### config.mk
export PLATFORM = sky130hd
export DESIGN_NAME = uart_tx_fifo
export DESIGN_NICKNAME = d
export VERILOG_FILES = /design/src/rtl/uart_tx_fifo.sv
export SDC_FILE = /design/constraint.sdc
export NUM_CORES = 1
export LEC_CHECK = 0
export CAP_MARGIN = 0
export CORE_MARGIN = 2
export CORE_UTILIZATION = 40
export DETAILED_ROUTE_END_ITERATION = 10
export PLACE_DENSITY = 0.64
export SETUP_SLACK_MARGIN = 0.2
export SYNTH_ARGS = -nofsm -noshare
export SYNTH_HDL_FRONTEND = slang
export SYNTH_SLANG_ARGS = --single-unit
### constraint.sdc
create_clock -name clk -period 2.5 [get_ports clk]
set_input_delay 0.5 -clock clk [delete_from_list [all_inputs] [get_ports clk]]
set_output_delay 0.5 -clock clk [all_outputs]
set_load 0.01 [all_outputs]
### src/rtl/uart_tx_fifo.sv
// UART transmitter (8N1, LSB first) fed by a small circular-buffer FIFO.
// A byte pushed into an empty, idle block starts its start bit on the next clock edge.
module uart_tx_fifo #(
   parameter int unsigned BAUD_DIV = 2604,
   parameter int unsigned DEPTH    = 4
) (
   input  logic       clk,
   input  logic       rst_n,
   input  logic       wr_en,
   input  logic [7:0] tx_byte,
   output logic       TX,
   output logic       full,
   output logic       empty,
   output logic       tx_busy,
   output logic       tx_done,
   output logic       ovf
);

   localparam int unsigned AW        = $clog2(DEPTH);
   localparam logic [11:0] BaudMax   = 12'(BAUD_DIV - 1);
   localparam logic [AW:0] CountFull = (AW + 1)'(DEPTH);

   typedef enum logic {StIdle, StXmit} state_e;

   state_e        state_q, state_d;
   logic [7:0]    mem_q [DEPTH];
   logic [AW-1:0] wr_ptr_q, wr_ptr_d, rd_ptr_q, rd_ptr_d;
   logic [AW:0]   count_q, count_d;
   logic          full_q, empty_q;
   logic [9:0]    shift_q, shift_d;
   logic [3:0]    bit_cnt_q, bit_cnt_d;
   logic [11:0]   baud_cnt_q, baud_cnt_d;
   logic          done_q, done_d, ovf_q, ovf_d;
   logic          frame_end, pop, push;

   always_ff @(posedge clk or negedge rst_n) begin
      if (!rst_n) begin
         state_q    <= StIdle;
         wr_ptr_q   <= '0;
         rd_ptr_q   <= '0;
         count_q    <= '0;
         full_q     <= 1'b0;
         empty_q    <= 1'b1;
         shift_q    <= '1;
         bit_cnt_q  <= '0;
         baud_cnt_q <= '0;
         done_q     <= 1'b0;
         ovf_q      <= 1'b0;
      end else begin
         state_q    <= state_d;
         wr_ptr_q   <= wr_ptr_d;
         rd_ptr_q   <= rd_ptr_d;
         count_q    <= count_d;
         full_q     <= (count_d == CountFull);
         empty_q    <= (count_d == '0);
         shift_q    <= shift_d;
         bit_cnt_q  <= bit_cnt_d;
         baud_cnt_q <= baud_cnt_d;
         done_q     <= done_d;
         ovf_q      <= ovf_d;
      end
   end

   always_ff @(posedge clk) begin
      if (push) begin
         mem_q[wr_ptr_q] <= tx_byte;
      end
   end

   always_comb begin
      frame_end = (state_q == StXmit) && (baud_cnt_q == '0) && (bit_cnt_q == 4'd9);
      pop       = !empty_q && ((state_q == StIdle) || frame_end);
      // A full FIFO still accepts a push when a pop frees a slot on the same edge.
      push      = wr_en && (!full_q || pop);
      ovf_d     = wr_en && full_q && !pop;
      done_d    = frame_end;

      wr_ptr_d = push ? wr_ptr_q + 1'b1 : wr_ptr_q;
      rd_ptr_d = pop ? rd_ptr_q + 1'b1 : rd_ptr_q;
      count_d  = count_q;
      if (push && !pop) begin
         count_d = count_q + 1'b1;
      end else if (pop && !push) begin
         count_d = count_q - 1'b1;
      end

      state_d    = state_q;
      shift_d    = shift_q;
      bit_cnt_d  = bit_cnt_q;
      baud_cnt_d = baud_cnt_q;
      if (pop) begin
         state_d    = StXmit;
         shift_d    = {1'b1, mem_q[rd_ptr_q], 1'b0};
         bit_cnt_d  = '0;
         baud_cnt_d = BaudMax;
      end else if (state_q == StXmit) begin
         if (baud_cnt_q == '0) begin
            shift_d = {1'b1, shift_q[9:1]};
            if (frame_end) begin
               state_d    = StIdle;
               bit_cnt_d  = '0;
               baud_cnt_d = '0;
            end else begin
               bit_cnt_d  = bit_cnt_q + 4'd1;
               baud_cnt_d = BaudMax;
            end
         end else begin
            baud_cnt_d = baud_cnt_q - 12'd1;
         end
      end
   end

   // The shift register LSB is the line itself; it idles at all-ones.
   always_comb begin
      TX      = shift_q[0];
      full    = full_q;
      empty   = empty_q;
      tx_busy = (state_q == StXmit);
      tx_done = done_q;
      ovf     = ovf_q;
   end

endmodule

==> impl_metrics.env <==
export IMPL_post_route_util=0.5042
export IMPL_htreeDepth=3
export IMPL_crit_type="reg -> reg"
export IMPL_grt_ovfl_total=0
export IMPL_layout_worst_path_cycle_share=0.9482
export IMPL_numCtsBuffers=9
export IMPL_gp_congestion=0.8184
export IMPL_synth_warnings=0
export IMPL_synth_fa_ha_area_frac=0.03499
export IMPL_coreArea_um2=7767
export IMPL_max_freq_mhz=421.8
export IMPL_die_h_um=93.70
export IMPL_worst_pin_slew_ns=0.8234
export IMPL_power_density_nw_per_um2=974.3
export IMPL_rsz0062_at_grt="yes"
export IMPL_die_width_um=93.70
export IMPL_io_pins=17
export IMPL_cp_num_buf_inv=1
export IMPL_cts_tree="done"
export IMPL_antenna_found_initial=0
export IMPL_setup_ws_ns=0.1295
export IMPL_synthFlopType="edfxtp_1"
export IMPL_setup_viol=0
export IMPL_status="complete, no violations"
export IMPL_clk_insertion_delay_late_ns=0.36
export IMPL_path_clk_slew_ns=0.08
export IMPL_maxCapViolCount=0
export IMPL_crit_fanout=5
export IMPL_dp_hpwl_um=4161
export IMPL_synth_fp_nets=281
export IMPL_start_kind="flip-flop"
export IMPL_critPathCaptureType="flip-flop"
export IMPL_hp_class="in -> async"
export IMPL_synthDistinctLibCells=53
export IMPL_synth_edf_count=32
export IMPL_clock_root_buffer="clkbuf_8"
export IMPL_grt_pass1_wl_um=10230
export IMPL_ys_ff_latch=69
export IMPL_muxShareOfSynthArea=0.06260
export IMPL_maxSlewHeadroom=0.4511
export IMPL_slew_viol_final=0
export IMPL_yosys_area_share_xor_xnor=0.02177
export IMPL_wire_per_inst_um=15.25
export IMPL_drive_gt1_frac=0.2910
export IMPL_drt_iter0_markers=140
export IMPL_crit_chain="inv_2 -> ha_4 -> or4b_4 -> or4_4 -> a2111oi_4 -> a221oi_2 -> nor3b_1"
export IMPL_max_stage_delay_ns=0.50
export IMPL_cp_top_family="simple AND/OR/NAND/NOR gates"
export IMPL_skew_ns=0.007236
export IMPL_clock_sinks=69
export IMPL_synth_cells=261
export IMPL_setup_tns_ns=0
export IMPL_hold_violations=0
export IMPL_dieArea_um2=8779
export IMPL_grt_pass1_vias=2094
export IMPL_place_ws_ns=0.1051
export IMPL_final_cell_mix="edfxtp_1, nand2_1, dfrtp_1"
export IMPL_layout_commonest_cell="edfxtp_1"
export IMPL_grt_max_degree=38
export IMPL_vias_per_cell=5.252
export IMPL_diodes=0
export IMPL_synth_compound_area_share=0.1166
export IMPL_critPathSlowestCell="or4b_4"
export IMPL_rows=32
export IMPL_syn2layout_area_growth_pct=21.70
export IMPL_ys_seq_area_frac=0.5902
export IMPL_grtUsageTotal=0.1552
export IMPL_critPathArrivalTime_ns=2.60
export IMPL_async_reset_ff_frac=0.5362
export IMPL_ir_worst_vdd_uv=499.0
export IMPL_start_util=0.4143
export IMPL_synthSimpleGateAreaFrac=0.1450
export IMPL_drcViolationCount=0
export IMPL_io_buffer_count=16
export IMPL_p_leak_nw=1.525
export IMPL_clockBufferDepth=2
export IMPL_syn_area_um2=3218
export IMPL_required_ns=2.73
export IMPL_ant_nets=0
export IMPL_fillerInstances=704
export IMPL_synth_top_family_by_area="simple AND/OR/NAND/NOR gates"
export IMPL_dr_pass1_iters=4
export IMPL_multiInputGateArea_um2=1338
export IMPL_final_seq_area_um2=1899
export IMPL_fin_crit_ns=2.371
export IMPL_num_vias=2106
export IMPL_wl_um=6114
export IMPL_final_nets=314
export IMPL_hold_buffers=0
export IMPL_avgSynthCellArea_um2=12.33
final cells by class:
class,count,share of cell area
flip-flops and latches,69,0.4850
multi-input cells,169,0.3415
repair buffers,34,0.07604
well taps,102,0.03259
clock buffers,9,0.03163
clock inverters,7,0.02268
inverters,11,0.01054
path summary, 6_finish.rpt:
check                      depth (start not counted)  slack (ns)            end           from
setup / recovery                                   7        0.13           full  baud_cnt_q[0]
setup reg to reg                                   7        0.13           full  baud_cnt_q[0]
hold reg to reg                                    2        0.46     shift_q[0]     shift_q[0]
hold / removal                                     1        0.24  baud_cnt_q[4]          rst_n
max in group asynchronous                          1        1.75   bit_cnt_q[0]          rst_n
min in group clk                                   2        0.46     shift_q[0]     shift_q[0]
cell families (layout without fill, tap and decap cells):
kind of cell | Yosys count | count (layout)
simple gates | 90 | 90
flops | 69 | 69
compound gates | 52 | 52
buf+inv | 23 | 61
mux | 10 | 10
fa+ha+maj | 9 | 9
xor+xnor | 8 | 8
routing by layer:
metal,vias to the layer above,GRT usage,share of wire
met4,0,0.06159,0.018
met5,-,0,0
li1,1027,-,-
met1,1026,0.1994,0.46
met2,41,0.2411,0.48
met3,12,0.05457,0.038
synthesized netlist by cell type (2+ instances only):
cell	instances	area, um^2
edfxtp_1	32	960.9
a21oi_1	11	55.05
mux4_2	8	180.2
nand2_1	33	123.9
o21ai_0	11	55.05
ha_1	9	112.6
nor4_1	2	12.51
xnor2_1	6	52.55
a22oi_1	2	15.01
and2_1	4	25.02
a21boi_2	2	22.52
nor2_1	20	75.07
dfrtp_1	27	675.7
clkbuf_1	6	22.52
a211oi_1	3	22.52
xor2_1	2	17.52
dfstp_2	10	262.8
or4_1	4	30.03
or2_2	2	12.51
a21o_1	2	15.01
a31oi_1	7	43.79
o21a_1	2	15.01
buf_2	2	10.01
or3_1	6	37.54
nor3_1	3	15.01
inv_1	11	41.29
nand3_1	4	20.02
buf_1	3	11.26
and3_1	2	12.51
o31ai_1	2	15.01
registers in the layout, indices dropped and copies added (netlist names):
register    cells
tx_busy         1
count_q         3
mem_q          32
bit_cnt_q       4
rd_ptr_q        2
wr_ptr_q        2
baud_cnt_q     12
empty           1
full            1
shift_q         9
ovf             1
tx_done         1
metrics by stage:
stage	cell area, um^2	total power [W]	hold slack [ns]	cells
2_1_floorplan	3254	0.002466	0.2044	261
3_3_place_gp	3570	0.002745	0.4447	379
3_5_place_dp	3570	0.002787	0.4515	379
4_1_cts	3815	0.003813	0.2645	398
5_1_grt	3916	0.004061	0.3002	401
6_report	3916	0.003816	0.2356	401
report_power, final:
part | total (W) | internal (W) | leakage, nW | switching (W)
clock | 0.000984 | 0.000488 | 0.106 | 0.000496
combinational | 0.00104 | 0.000528 | 0.694 | 0.000514
sequential | 0.00179 | 0.00152 | 0.725 | 0.000265
total | 0.00382 | 0.00254 | 1.52 | 0.00128
repair_timing:
| item | 4_1_cts | 5_1_grt |
|---|---|---|
| gates cloned | 0 | 1 |
| gates resized for setup | 4 | 17 |
| pin swaps | 2 | 5 |
| endpoints found under the setup margin | 44 | 52 |
| buffers inserted | 3 | 2 |
No activity file was read; power rests on OpenSTA's default activity.
